## src/rtl/game_round_ctrl.sv

```systemverilog
// Round controller for a code-breaking game: loads the secret, paces each
// guess through capture/score, tracks turns and reports win/loss.
module game_round_ctrl #(
    parameter int unsigned MAX_TURNS = 8
) (
    input  logic       Clock,
    input  logic       Reset,
    input  logic       new_game,
    input  logic       submit,
    input  logic [2:0] exact_cnt,
    input  logic [2:0] misplace_cnt,
    output logic       code_load,
    output logic       guess_load,
    output logic [3:0] turn,
    output logic [2:0] last_exact,
    output logic [2:0] last_misplace,
    output logic       playing,
    output logic       won,
    output logic       lost,
    output logic       score_err
);

    typedef enum logic [2:0] {
        IDLE,
        LOAD,
        PLAY,
        CAPTURE,
        WAIT,
        SCORE,
        WON,
        LOST
    } state_t;

    localparam logic [3:0] MAX_T = 4'(MAX_TURNS);

    state_t     state_q, state_d;
    logic       ng_prev_q;
    logic       sub_prev_q;
    logic [3:0] turn_q, turn_d;
    logic [2:0] last_exact_q, last_exact_d;
    logic [2:0] last_misplace_q, last_misplace_d;
    logic       score_err_q, score_err_d;

    logic       ng_rise;
    logic       sub_rise;
    logic [3:0] score_sum;
    logic       score_bad;
    logic [3:0] turn_inc;

    always_comb begin
        ng_rise   = new_game & ~ng_prev_q;
        sub_rise  = submit & ~sub_prev_q;
        score_sum = {1'b0, exact_cnt} + {1'b0, misplace_cnt};
        score_bad = (exact_cnt > 3'd4) || (score_sum > 4'd4);
        turn_inc  = turn_q + 4'd1;
    end

    always_comb begin
        state_d         = state_q;
        turn_d          = turn_q;
        last_exact_d    = last_exact_q;
        last_misplace_d = last_misplace_q;
        score_err_d     = score_err_q;

        // A fresh new_game press restarts from any state, dropping a pending score
        if (ng_rise) begin
            state_d = LOAD;
        end else begin
            case (state_q)
                IDLE: state_d = IDLE;
                LOAD: begin
                    turn_d          = 4'd0;
                    last_exact_d    = 3'd0;
                    last_misplace_d = 3'd0;
                    score_err_d     = 1'b0;
                    state_d         = PLAY;
                end
                PLAY: begin
                    if (sub_rise) state_d = CAPTURE;
                end
                CAPTURE: state_d = WAIT;
                WAIT:    state_d = SCORE;
                SCORE: begin
                    if (score_bad) begin
                        score_err_d = 1'b1;
                        state_d     = PLAY;
                    end else begin
                        last_exact_d    = exact_cnt;
                        last_misplace_d = misplace_cnt;
                        score_err_d     = 1'b0;
                        turn_d          = (turn_q >= MAX_T) ? MAX_T : turn_inc;
                        if (exact_cnt == 3'd4) state_d = WON;
                        else if (turn_inc == MAX_T) state_d = LOST;
                        else state_d = PLAY;
                    end
                end
                WON:     state_d = WON;
                LOST:    state_d = LOST;
                default: state_d = IDLE;
            endcase
        end
    end

    // Edge-detect history resets high so a level held through reset is not a press
    always_ff @(posedge Clock) begin
        if (Reset) begin
            state_q         <= IDLE;
            ng_prev_q       <= 1'b1;
            sub_prev_q      <= 1'b1;
            turn_q          <= 4'd0;
            last_exact_q    <= 3'd0;
            last_misplace_q <= 3'd0;
            score_err_q     <= 1'b0;
        end else begin
            state_q         <= state_d;
            ng_prev_q       <= new_game;
            sub_prev_q      <= submit;
            turn_q          <= turn_d;
            last_exact_q    <= last_exact_d;
            last_misplace_q <= last_misplace_d;
            score_err_q     <= score_err_d;
        end
    end

    always_comb begin
        code_load     = (state_q == LOAD);
        guess_load    = (state_q == CAPTURE);
        playing       = (state_q == PLAY) || (state_q == CAPTURE) ||
                        (state_q == WAIT) || (state_q == SCORE);
        won           = (state_q == WON);
        lost          = (state_q == LOST);
        turn          = turn_q;
        last_exact    = last_exact_q;
        last_misplace = last_misplace_q;
        score_err     = score_err_q;
    end

endmodule

```

## config.mk

```make
export PLATFORM = sky130hd
export DESIGN_NAME = game_round_ctrl
export DESIGN_NICKNAME = d
export VERILOG_FILES = /design/src/rtl/game_round_ctrl.sv
export SDC_FILE = /design/constraint.sdc
export NUM_CORES = 1
export LEC_CHECK = 0
export CORE_UTILIZATION = 49
export DETAILED_ROUTE_END_ITERATION = 16
export PLACE_DENSITY = 0.84
export REMOVE_ABC_BUFFERS = 1
export SYNTH_ARGS = -nofsm -noshare
export SYNTH_HDL_FRONTEND = slang
export SYNTH_SLANG_ARGS = --single-unit
```

## constraint.sdc

```tcl
create_clock -name Clock -period 2.9 [get_ports Clock]
set_input_delay 0.29 -clock Clock [delete_from_list [all_inputs] [get_ports Clock]]
set_output_delay 0.29 -clock Clock [all_outputs]
set_load 0.1 [all_outputs]
```

### Word-level counts from Yosys, hierarchy flattened

Cells that the tools add are included.

| word-level totals | value |
|---|---|
| flip-flop bits (word level) | 16 |
| bits in latches | 0 |
| bits in writable memories | 0 |
| ROM bits | 0 |
| input bits | 10 |
| word-level logic and storage cells | 54 |
| memories | 0 |

| operators by class | value |
|---|---|
| add/subtract/negate cells | 2 |
| multiply operators | 0 |
| div/mod/pow operators | 0 |
| $lt $le $gt $ge | 3 |
| equality and inequality tests | 12 |
| shift operators | 0 |
| multiplexer cells | 15 |
| bitwise gates (word level) | 5 |
| reduce and logical (&&, ||, !) cells | 9 |

Operators with widths:

| kind | count |
|---|---|
| 3-bit case mux with 8 select lines | 1 |
| 3-bit 2-to-1 mux | 6 |
| 3-bit equality test, second input constant | 5 |
| 3-bit case mux with 2 select lines | 2 |
| 4-bit 2-to-1 mux | 2 |
| 4-bit case mux with 2 select lines | 1 |
| 3-bit by 2-bit equality test with 1-bit output, second input constant | 2 |
| 3-bit by 3-bit adder with 4-bit output | 1 |
| 4-bit by 1-bit adder with 4-bit output, second input constant | 1 |
| 4-bit equality test, second input constant | 1 |
| 4-bit greater-or-equal comparator, second input constant | 1 |
| 4-bit by 3-bit > comparator with 1-bit output, second input constant | 1 |
| 1-bit logical OR | 4 |
| 2-bit inequality test, second input constant | 2 |
| 3-bit by 1-bit equality test with 1-bit output, second input constant | 1 |
| 3-bit > comparator, second input constant | 1 |
| 3-bit zero test | 1 |
| 3-bit inequality test, second input constant | 1 |
| 1-bit inverter | 3 |
| 3-bit AND reduction | 1 |
| 1-bit AND | 2 |
| 1-bit 2-to-1 mux | 2 |
| 1-bit case mux with 2 select lines | 1 |
| 2-bit AND reduction | 1 |
| other kinds (2) | 2 |

### Logic depth before layout (Yosys ltp)

| logic depth | value |
|---|---|
| word-level depth | 7 |
| mapped depth | 8 |

### Worst setup path before layout

Ideal clock, no wire load.

| path | value |
|---|---|
| kind | register to register |
| start | reg turn_q[0], in the netlist turn[0] |
| end | reg state_q[0] |
| arrival | 2.354 ns |
| slack | 0.451 ns |
| cell stages (with the launch flop) | 7 |
| cell sequence | dfxtp_1 ha_1 a21boi_1 a21oi_1 o22ai_2 or3b_1 a221oi_1 |

| between the ends | value |
|---|---|
| longest elaborated chain between the ends | 7 |

Ends and longest elaborated chain:

| what | line | source |
|---|---|---|
| start, declared | 39 | `logic [3:0] turn_q, turn_d;` |
| start signal, assigned | 118 | `turn_q <= turn_d;` |
| 4-bit by 1-bit adder with 4-bit output | 55 | `turn_inc = turn_q + 4'd1;` |
| 4-bit equality test | 93 | `else if (turn_inc == MAX_T) state_d = LOST;` |
| 3-bit 2-to-1 mux | 93 |  |
| 3-bit 2-to-1 mux | 92 | `if (exact_cnt == 3'd4) state_d = WON;` |
| 3-bit 2-to-1 mux | 84 | `if (score_bad) begin` |
| 3-bit case mux with 8 select lines | 69 | `case (state_q)` |
| 1-bit 2-to-1 mux | 66 | `if (ng_rise) begin` |
| end signal, assigned | 115 | `state_q <= state_d;` |
| end, declared | 36 | `state_t state_q, state_d;` |

No other way between the ends.
A chain may end at the register's enable or synchronous reset.

### Worst setup path after layout

| path | value |
|---|---|
| start | in exact_cnt[0] |
| end | reg last_exact_q[1], in the netlist last_exact[1] |

| between the ends | value |
|---|---|
| longest elaborated chain between the ends | 5 |

Ends and longest elaborated chain:

| what | line | source |
|---|---|---|
| start, declared | 10 | `input logic [2:0] exact_cnt,` |
| 3-bit by 3-bit adder with 4-bit output | 53 | `score_sum = {1'b0, exact_cnt} + {1'b0, misplace_cnt};` |
| 4-bit by 3-bit > comparator with 1-bit output | 54 | `score_bad = (exact_cnt > 3'd4) \|\| (score_sum > 4'd4);` |
| 1-bit logical OR * | 54 |  |
| 2-bit inequality test (no line) * | -- |  |
| 3-bit AND reduction (no line) * | -- |  |
| end signal, assigned | 119 | `last_exact_q <= last_exact_d;` |
| end, declared | 40 | `logic [2:0] last_exact_q, last_exact_d;` |

Mark *: on every way between the ends. The rest lies on a longest branch, timed or not.

==> metrics list <==
- After clock tree synthesis, the flow added hold-fix buffers numbering 0.
* Power, Total: 428.4 µW
* Min-Delay Path Depth: 1
* Depth of the CTS H-tree: 1
- Port-buffer cells: 25
* Wire length of the first global-routing pass: 3.029 mm
- The congestion estimate from routability-driven global placement came to 0.8683.
- The via count of the first global-routing pass was 706.
* Layout overhead on the synthesized area: 27.63%
- R2r startpoint: turn[0]$_SDFFE_PP0P_
* Die extent in y: 44.13 µm
- Die span in x: 44.13 µm
* Average instance area after synthesis: 9.662 µm²
- Number of pins exceeding their max-slew limit in the final report: 0
- Vias after detailed routing: 763
- Critical path fanouts, max: 8
* Post-synth design cell area: 869.6 µm²
- At the worst endpoint, the arrival time is 2.55 ns.
* Library cells used by synthesis: 36
* Pin count of the biggest net entering global routing: 11
* Placement Rows: 14
- Setup Crit Path Kind: in -> reg
- Counting flops with an async set or reset pin after synthesis yields a share of 0%.
- Worst-skew pair later-pin latency: 0.28 ns
* Total grt overflow: 0
- Library cell used as clock root buffer: clkbuf_4
* Number of enable-type register cells in the synthesized netlist: 0
- In this run the biggest area consumer among cell types represents 36.83% of the synthesized area.
* Number of sinks driven by the clock tree: 16
* Static Leak: 0.4737 nW
- The clock passes through at most 2 buffers.
- Cell Pwr Density: 386.0 nW/µm²
- Count of buffers added by post-CTS timing repair for setup: 0
- The endpoint identified for the worst register-to-register timing path is state_q[0]$_SDFFE_PP0P_.
- Final min period: 2.366 ns
- # resized after CTS: 0
- After synthesis the netlist holds a flip-flop and latch count of 16.
* Share of synthesized area occupied by flip-flops and latches: 36.83%
- The die covers 1947 µm².
* Setup-failing EPs final: 0
- CTS tree: built
- For the pin with the worst max-slew slack, the measured transition is 0.3561 ns.
- Cell taking the most area after synthesis: dfxtp_1
* Clock slew at the register clock pins of the worst setup and hold paths: 0.09 ns
- Worst setup SP type: primary input
* Synthesis warning total: 0
- The critical path ends at last_exact[1]$_SDFFE_PP0P_.
- In this run the worst hold path is classified as reg -> reg.
- Remaining routing DRC violations: 0
* Status: completed
- Timing would allow up to 0.4226 GHz.
* Number of optimization iterations in the first detailed-route pass: 6
- Worst reg-to-reg setup slack: 0.94 ns
- For this run, the leading register cell type out of synthesis is dfxtp_1.
- The detailed router finished its first iteration with 23 violations.
* Source of the worst hold timing path: last_exact[0]$_SDFFE_PP0P_
- RSZ-0062 raised after global routing: no
* Layout net count: 134
- The initial utilization of the core area, before any placement, comes to 55.16%.
- In the final routed layout, each cell accounts on average for 13.98 µm.
- Post-DR vias/cell: 5.780
- Total count of hold-check failures in the final report: 0
- The number of clock buffers added by TritonCTS is 3.
- 0 antenna diodes ended up in the layout.
- Across the VDD grid, the largest voltage drop is 240.1 µV.
* Cell count of the worst reg-to-reg path: 6
- IO Count: 26
- Max-cap violations in this run came to 0.
* Number of antenna violations at the first check in global routing: 0
* Post-Syn Instances: 90
- By area the synthesized netlist is led by dfxtp_1, ha_1, a22o_2.
* Data required, critical path: 3.08 ns
- Global routing used 20.91% of the available tracks.
* Endpoint class of the critical path: flip-flop
- Once detail routing completed, the nets flagged for antenna violations numbered 0.
- Core region area: 1577 µm²
- Dividing the final minimum period by the clock period gives 81.59%.
- Most frequent cells in the layout: dfxtp_1, buf_4, clkdlybuf4s50_1, nor2_1
* Crit path from: exact_cnt[0]
- Aggregate negative setup slack: 0 ns
- Cells with a size suffix above 1 make up 26.72% of the layout.
- Final WL: 1.846 mm
- For the final database, setup skew stands at 0.0004141 ns.
- Worst slew slack as a fraction of its limit: 76.22%
- Once detailed placement completed, the half-perimeter wirelength came to 1.425 mm.
## worst min path at each step
stage	end	slack, ns
final	last_exact[0]$_SDFFE_PP0P_	0.50
after global placement	last_exact[0]$_SDFFE_PP0P_	0.47
after floorplan	last_misplace[2]$_SDFFE_PP0P_	0.36
after global routing	last_exact[0]$_SDFFE_PP0P_	0.52
after detailed placement	last_exact[0]$_SDFFE_PP0P_	0.48
after CTS	last_exact[0]$_SDFFE_PP0P_	0.50
## registers in the layout (all words and copies together) (netlist names)
| register | cells |
|---|---|
| sub_prev_q | 1 |
| state_q | 3 |
| last_exact | 3 |
| ng_prev_q | 1 |
| turn | 4 |
| score_err | 1 |
| last_misplace | 3 |
## cell families after synthesis
family                     share of synthesized area (%)
AOI/OAI and AO/OA                                  22.30
DFF                                                36.83
buffers and inverters                              5.179
adders and majority gates                          10.94
and+or+nand+nor                                    19.42
muxes                                              2.302
xor gates and xnor gates                           3.022
## layer usage
metal  GRT usage, %  vias up  wire length (µm)
met1          26.01      356               828
met4          8.485        0                29
met3          5.306        4                72
li1               -      380                 -
met2          34.41       23               916
met5              0        -                 0
## report_power, final
group,leakage (nW),total (mW),internal [mW],switching (mW)
clock,0.0210,0.144,0.0763,0.0674
combinational,0.323,0.0607,0.0274,0.0333
sequential,0.130,0.224,0.222,0.00190
total,0.474,0.428,0.326,0.103
## critical path: stages
cell and delay, ns:
clkdlybuf4s50_1 0.51, ha_1 0.22, fa_1 0.45, nor2_1 0.17, o2111a_2 0.29, o21ai_1 0.08
and2b_1 0.24, a22o_2 0.29
## area by class of cell
type | instances | area (µm²)
inverter | 5 | 18.77
timing repair buffer | 25 | 210.2
multi-input combinational | 66 | 504.2
tap | 16 | 20.02
sequential | 16 | 320.3
clock buffer | 4 | 36.28
fill | 127 | 466.7
## through the flow
| step | hold WS [ns] | setup WS, ns | instances | utilization [%] | cell area [µm²] |
|---|---|---|---|---|---|
| 3_3_place_gp | 0.4743 | 0.3904 | 128 | 68.10 | 1074 |
| 5_1_grt | 0.5238 | 0.4466 | 132 | 70.40 | 1110 |
| 4_1_cts | 0.5037 | 0.5603 | 132 | 70.40 | 1110 |
| 2_1_floorplan | 0.3624 | 0.4511 | 87 | - | 843.3 |
| 3_5_place_dp | 0.4800 | 0.2728 | 128 | 68.10 | 1074 |
| 6_report | 0.5016 | 0.5338 | 132 | 70.40 | 1110 |
## Yosys cell counts (all sizes together) (2+ instances only)
| library cell | instances |
|---|---|
| nand2b | 2 |
| and3 | 2 |
| a22o | 6 |
| nand2 | 2 |
| buf | 2 |
| a21oi | 4 |
| dfxtp | 16 |
| a21boi | 2 |
| inv | 5 |
| or2 | 2 |
| xor2 | 2 |
| a32o | 2 |
| ha | 6 |
| nor2 | 8 |
| and2 | 2 |
| and2b | 2 |
| o21ai | 3 |
| mux2i | 2 |
| o211ai | 2 |
| nand3 | 4 |
Note: power is estimated with default switching activity, not from simulation.
